## src/rtl/pipe_hazard_ctrl.sv

```systemverilog
// N-stage stall/flush/redirect control with wrong-path fetch squash.
// Define PIPE_HAZARD_PERF_EN to add saturating stall/bubble/squash counters.
module pipe_hazard_ctrl #(
  parameter int NUM_STAGES = 5,
  parameter int BR_STAGE   = 2,
  parameter int CNT_W      = 32
) (
  input  logic                    clk,
  input  logic                    rst,
  input  logic                    imem_resp,
  input  logic                    dmem_req,
  input  logic                    dmem_resp,
  input  logic                    md_busy,
  input  logic                    redirect,
  input  logic                    ex_is_load,
  input  logic [4:0]              ex_rd,
  input  logic [4:0]              id_rs1,
  input  logic [4:0]              id_rs2,
  input  logic                    id_use_rs1,
  input  logic                    id_use_rs2,
  output logic                    load_pc,
  output logic                    inst_read,
  output logic [NUM_STAGES-2:0]   load_latch,
  output logic [NUM_STAGES-2:0]   flush_latch,
  output logic [1:0]              state
`ifdef PIPE_HAZARD_PERF_EN
  ,
  output logic [CNT_W-1:0]        stall_cycles,
  output logic [CNT_W-1:0]        bubble_count,
  output logic [CNT_W-1:0]        squash_count
`endif
);

  localparam int NL = NUM_STAGES - 1;
  localparam logic [NL-1:0] RD_MASK = NL'((1 << BR_STAGE) - 1);

  typedef enum logic [1:0] {
    RUN    = 2'd0,
    SQUASH = 2'd1
  } st_t;

  if (NUM_STAGES < 5 || BR_STAGE < 2 || BR_STAGE > NUM_STAGES - 2 ||
      CNT_W < 1) begin : g_bad_cfg
    $error("pipe_hazard_ctrl: illegal parameters");
  end

  st_t  state_q, state_d;
  logic b, u, f;

  assign b = (dmem_req & ~dmem_resp) | md_busy;
  assign u = ex_is_load & (ex_rd != 5'd0) &
             ((id_use_rs1 & (id_rs1 == ex_rd)) |
              (id_use_rs2 & (id_rs2 == ex_rd)));
  assign f = ~imem_resp;

  always_ff @(posedge clk or posedge rst) begin
    if (rst) state_q <= RUN;
    else     state_q <= state_d;
  end

  assign state = state_q;

  always_comb begin
    state_d     = state_q;
    load_pc     = 1'b1;
    inst_read   = 1'b1;
    load_latch  = '1;
    flush_latch = '0;
    if (rst) begin
      load_pc     = 1'b0;
      inst_read   = 1'b0;
      load_latch  = '0;
      flush_latch = '1;
    end else begin
      // The response that ends SQUASH is the wrong-path one; drop it.
      if (state_q == SQUASH) begin
        load_pc        = 1'b0;
        inst_read      = 1'b0;
        flush_latch[0] = 1'b1;
        if (imem_resp) state_d = RUN;
      end
      if (b) begin
        load_pc     = 1'b0;
        load_latch  = '0;
        flush_latch = '0;
      end else if (redirect) begin
        load_pc     = 1'b1;
        flush_latch = flush_latch | RD_MASK;
        if (state_q == RUN && f) state_d = SQUASH;
      end else if (u) begin
        load_pc        = 1'b0;
        load_latch[0]  = 1'b0;
        flush_latch[1] = 1'b1;
      end else if (f && state_q == RUN) begin
        load_pc        = 1'b0;
        flush_latch[0] = 1'b1;
      end
    end
  end

`ifdef PIPE_HAZARD_PERF_EN
  logic bub, sq_enter;

  assign bub      = ~b & ~redirect & u;
  assign sq_enter = (state_q == RUN) & ~b & redirect & f;

  always_ff @(posedge clk or posedge rst) begin
    if (rst) begin
      stall_cycles <= '0;
      bubble_count <= '0;
      squash_count <= '0;
    end else begin
      if ((b | f) && stall_cycles != '1)
        stall_cycles <= stall_cycles + CNT_W'(1);
      if (bub && bubble_count != '1)
        bubble_count <= bubble_count + CNT_W'(1);
      if (sq_enter && squash_count != '1)
        squash_count <= squash_count + CNT_W'(1);
    end
  end
`endif

endmodule

```

## config.mk

```make
export PLATFORM = sky130hd
export DESIGN_NAME = pipe_hazard_ctrl
export DESIGN_NICKNAME = d
export VERILOG_FILES = /design/src/rtl/pipe_hazard_ctrl.sv
export SDC_FILE = /design/constraint.sdc
export NUM_CORES = 1
export LEC_CHECK = 0
export ABC_CLOCK_PERIOD_IN_PS = 3800
export BUFFER_PORTS_ARGS = -buffer_cell sky130_fd_sc_hd__buf_2
export CAP_MARGIN = 20
export CORE_AREA = 2 2 39 41
export DETAILED_ROUTE_END_ITERATION = 8
export DIE_AREA = 0 0 41 43
export GPL_TIMING_DRIVEN = 1
export REMOVE_ABC_BUFFERS = 1
export SYNTH_ARGS = -nofsm -noshare
export SYNTH_HDL_FRONTEND = slang
export SYNTH_SLANG_ARGS = --single-unit
```

## constraint.sdc

```tcl
create_clock -name clk -period 3.8 [get_ports clk]
set_input_delay 0.38 -clock clk [delete_from_list [all_inputs] [get_ports clk]]
set_output_delay 0.38 -clock clk [all_outputs]
set_load 0.1 [all_outputs]
```

; Word-level counts from Yosys, hierarchy flattened
; Index checks and enable logic that the tools add are counted.
[op_classes]
n_eq_ne = 3
n_mux = 24
n_bitwise = 9
reduce_logical = 3
[ops]
columns = cell, count
row1 = 1-bit 2-to-1 mux, 14
row2 = 2-bit 2-to-1 mux, 7
row3 = 5-bit == test, 2
row4 = 4-bit 2-to-1 mux, 2
row5 = 1-bit AND, 5
row6 = 5-bit nonzero test, 1
row7 = 3-bit 2-to-1 mux, 1
row8 = "2-bit by 1-bit == test with 1-bit output, second input constant", 1
row9 = 2-bit zero test, 1
row10 = 1-bit inverter, 2
row11 = 1-bit bitwise OR, 2
row12 = 1-bit logical AND, 1
[word_totals]
ff_bits = 2
inputBits = 25
output_inout_bits = 12

; Depth between registers and ports, before layout
[depth]
ltp_word = 8
ltp_mapped = 5

; Least setup slack after synthesis
; Ideal clock, no wire load.
[synth_path]
kind = register to output
from = register state_q[1], in the netlist state[1]
to = output port flush_latch[0]
t_arrival_ns = 3.999
setup_slack_ns = -0.579
path_stages_with_launch = 4
n_path_buf = 0
cell_sequence = dfrtp_1 inv_1 a21oi_1 a31oi_1
[synth_via]
elab_chain_len = 7
word_cells_on_any_way = 9
cone_classes = 1 x eq/ne / 6 x mux / 2 x reduce/logical
[synth_rtl]
columns = element, line_no
row1 = start: declaration, 47  ; st_t state_q, state_d;
row2 = start signal: assignment, 58  ; else state_q <= state_d;
row3 = 2-bit by 1-bit == test with 1-bit output / 2-bit zero test (equally long branches), "76, 94"
row4 = 1-bit 2-to-1 mux / 1-bit logical AND (equally long branches), "76, 94"
row5 = 1-bit 2-to-1 mux, 94  ; end else if (f && state_q == RUN) begin
row6 = 1-bit 2-to-1 mux (*), 90  ; end else if (u) begin
row7 = 2-bit 2-to-1 mux (*), 86  ; end else if (redirect) begin
row8 = 2-bit 2-to-1 mux (*), 82  ; if (b) begin
row9 = 4-bit 2-to-1 mux (*), 69  ; if (rst) begin
row10 = end: declaration, 24  ; output logic [NUM_STAGES-2:0] flush_latch,
; Mark *: on every way between the ends. The rest lies on a longest branch, timed or not.

; Final worst setup path
[layout_path]
from = input port ex_rd[1]
to = output port load_pc
[layout_via]
elab_chain_len = 8
word_cells_on_any_way = 12
cone_classes = 2 x eq/ne / 4 x mux / 5 x bitwise / 1 x reduce/logical
[layout_rtl]
columns = element, line_no
row1 = start: declaration, 16  ; input logic [4:0] ex_rd,
row2 = 5-bit == test (on tied branches), "52, 53"
row3 = 1-bit AND (on tied branches), "52, 53"
row4 = 1-bit bitwise OR, 52  ; ((id_use_rs1 & (id_rs1 == ex_rd)) |
row5 = 1-bit AND (*), 51  ; assign u = ex_is_load & (ex_rd != 5'd0) &
row6 = 1-bit 2-to-1 mux (*), 90
row7 = 1-bit 2-to-1 mux (*), 86
row8 = 1-bit 2-to-1 mux (*), 82
row9 = 1-bit 2-to-1 mux (*), 69
row10 = end: declaration, 21  ; output logic load_pc,
; Marks and branches as above.

==> PnR_summary.wiki <==
{| class="wikitable"
! Metric !! Value
|-
| CORE AREA || 1380 um2
|-
| Slowest cell on the critical path || or4_1
|-
| Clk slew on worst S/H paths || 30 ps
|-
| Most used cell along the critical path || buf_2
|-
| Warnings from Yosys || 0
|-
| Setup repair after global routing missed its margin || false
|-
| Largest clock skew in the final design || 0.440 ps
|-
| Final Critical Period || 2370 ps
|-
| Global-route wire length before repair || 1.26 mm
|-
| Cell Area, Synth || 327 um2
|-
| Setup WS pre-CTS || 1420 ps
|-
| Worst min-delay path category || in -> async
|-
| Result of the run || finished, final reports clean
|-
| Sw power || 0.0000906 W
|-
| Initial core utilization || 0.236
|-
| Clk pwr share || 0.265
|-
| Type of the setup path with the least slack || in -> out
|-
| Detailed-route DRC error count || 0
|-
| Synth Flop Type || dfrtp_1
|-
| Leak || 0.287 nW
|-
| Routed WL || 864 um
|-
| Worst EP required || 3420 ps
|-
| Post-cts repair resize count || 0
|-
| Via count of the first global-routing pass || 353
|-
| Final worst path period share || 0.624
|-
| Clock tree root driver cell || clkbuf_4
|-
| Count of endpoints failing setup in the final report || 0
|-
| H-Tree Depth || 1
|-
| Switching Share || 0.525
|-
| Number of maximum-capacitance violations || 0
|-
| Gate Count Post-Synth || 43
|-
| Distinct cells, synth || 21
|-
| Arrival time reported for the critical path endpoint || 1990 ps
|-
| Fillers || 155
|-
| Max IR drop VDD || 0.0871 mV
|-
| Iteration-0 DRC Markers || 4
|-
| Area growth from synthesis to final layout || 57.9%
|-
| Area share of the leading cell type in the synthesized netlist || 0.215
|-
| Average wire length per cell after detail routing || 9.29 um
|-
| CTS max path bufs || 2
|-
| Headroom to the max-slew limit || 0.679
|-
| Leading cell type by number of instances after synthesis || xor2_1
|-
| Sequential fraction of the synthesis area || 0.153
|-
| Post-CTS Setup Bufs || 0
|-
| Maximum number of pins on one net before global-route repair || 8
|-
| P per Cell Area || 335 nW/um2
|-
| Number of clock buffers inserted by TritonCTS || 3
|-
| Number of max-slew violations in the final report || 0
|-
| Internal power of the cells || 0.0000820 W
|-
| Total power of the final layout || 0.000173 W
|-
| Hold Violations, Final || 0
|-
| Number of antenna violations at the first check in global routing || 0
|-
| Flops & latches, synth || 2
|-
| Routability congestion estimate || 0.662
|-
| Fraction of final layout cells with drive strength greater than 1 || 0.532
|-
| Hold buffer count at CTS || 0
|-
| Total GRT Usage || 0.105
|-
| FFs w/ async S/R, synth || 1.00
|-
| Average size of a mapped cell || 7.59 um2
|-
| Worst slew pin tran || 485 ps
|-
| Die X || 41 um
|-
| Placement Rows || 14
|-
| Height of the die || 43 um
|-
| Number of input and output port buffers inserted || 36
|-
| Number of detailed-routing iterations run before antenna repair || 3
|-
| CTS tree || built
|-
| Overflow left after global routing || 0
|-
| Via-to-Cell Ratio || 4.32
|-
| Slack of the critical path || 1430 ps
|-
| Fin util || 0.373
|-
| Die footprint || 1760 um2
|-
| Ordered list of cells on the worst path || buf_2, or4_1, o21ai_0, or3_1, o311a_2, buf_2
|-
| Area contributors post-synth || xor2_1 (21%), dfrtp_1 (15%), buf_4 (9.2%)
|-
| Cell type with the largest total area after synthesis || xor2_1
|-
| Achievable frequency || 0.422 GHz
|-
| Antenna viol nets, final || 0
|-
| Antenna diode count || 0
|-
| Number of flops mapped to enable cells by yosys || 0
|-
| Layout net count || 104
|-
| Critical Path Max Stage Delay || 510 ps
|-
| Worst Path Max Fanout || 3
|-
| Sinks on the clock net || 2
|-
| Worst hold-check slack || 74.8 ps
|-
| Top post-synthesis cells by count || xor2_1 (8), buf_4 (4), inv_1 (4), a21oi_1 (3), o21ai_0 (3)
|-
| IO Pins || 37
|-
| Worst setup EP type || output pin
|-
| Combinational group share of total power || 0.596
|-
| Sum of net half-perimeters after detailed placement || 771 um
|-
| Startpoint types || input pin
|-
| Share of power burned in registers || 0.139
|-
| Insertion delay to the later sink of the worst-skew pair || 220 ps
|-
| Routed via count || 402
|}
## cell families after synthesis
group	after synthesis	share of synthesized area
XOR/XNOR	10	0.268
AND/OR/NAND/NOR	11	0.215
AO/OA/AOI/OAI	11	0.215
buffers and inverters	9	0.149
flip-flops	2	0.153
## per-stage QoR
| step | TNS, ps | area, um2 | instances |
|---|---|---|---|
| after CTS | 0 | 515 | 93 |
| after global placement | 0 | 493 | 90 |
| after floorplan | -1110 | 293 | 38 |
| final | 0 | 515 | 93 |
| after global routing | 0 | 515 | 93 |
| after detailed placement | 0 | 493 | 90 |
## placed cells by master, fill, tap and decap left out, types with 2 or more instances in the layout
cell      netlist  final
o21ai_0         3      3
xor2_1          8      8
clkbuf_4        0      3
a31oi_1         2      2
and2_1          2      2
buf_2           0     36
inv_1           4      4
nor2_1          2      2
xnor2_1         2      2
a21oi_1         3      3
dfrtp_1         2      2
## layer usage
layer	vias to the layer above	GRT usage	wire length [um]
li1	213	-	-
met4	0	0.0400	0
met3	0	0.0314	117
met5	-	0	0
met1	156	0.119	348
met2	33	0.175	398
## critical path: cells and delay by family
family / cells / cell delay, ps
AOI/OAI and AO/OA: 2 / 400
and+or+nand+nor: 2 / 680
buffers and inverters: 2 / 530
## path summary, 6_finish.rpt
path                                       from                   end  slack, ps  cells after the start
min in group clk                      imem_resp              register        370                      2
min                                         rst  state[1]$_DFFE_PP0N_         70                      2
max in group asynchronous                   rst             async pin       3610                      2
min reg2reg                state[1]$_DFFE_PP0N_  state[1]$_DFFE_PP0N_        470                      0
max                                    ex_rd[1]               load_pc       1430                      6
max reg2reg                state[1]$_DFFE_PP0N_              register       2940                      3
## power by group through the flow
| stage | clock (W) | sequential (W) | combinational (W) |
|---|---|---|---|
| after floorplan | 0 | 0.0000326 | 0.0000610 |
| after global placement | 0 | 0.0000242 | 0.000103 |
| after detailed placement | 0 | 0.0000243 | 0.000104 |
| after CTS | 0.0000489 | 0.0000240 | 0.000104 |
| after global routing | 0.0000498 | 0.0000243 | 0.000109 |
| final | 0.0000458 | 0.0000240 | 0.000103 |
## final cells by class
type | instances | area (um2) | area share
flip-flops and latches | 2 | 50.0 | 0.0971
multi-input cells | 32 | 228 | 0.442
clock buffers | 3 | 22.5 | 0.0437
repair buffers | 36 | 180 | 0.350
well taps | 16 | 20.0 | 0.0388
inverters | 4 | 15.0 | 0.0291
Power figures use the tool's default switching activity.
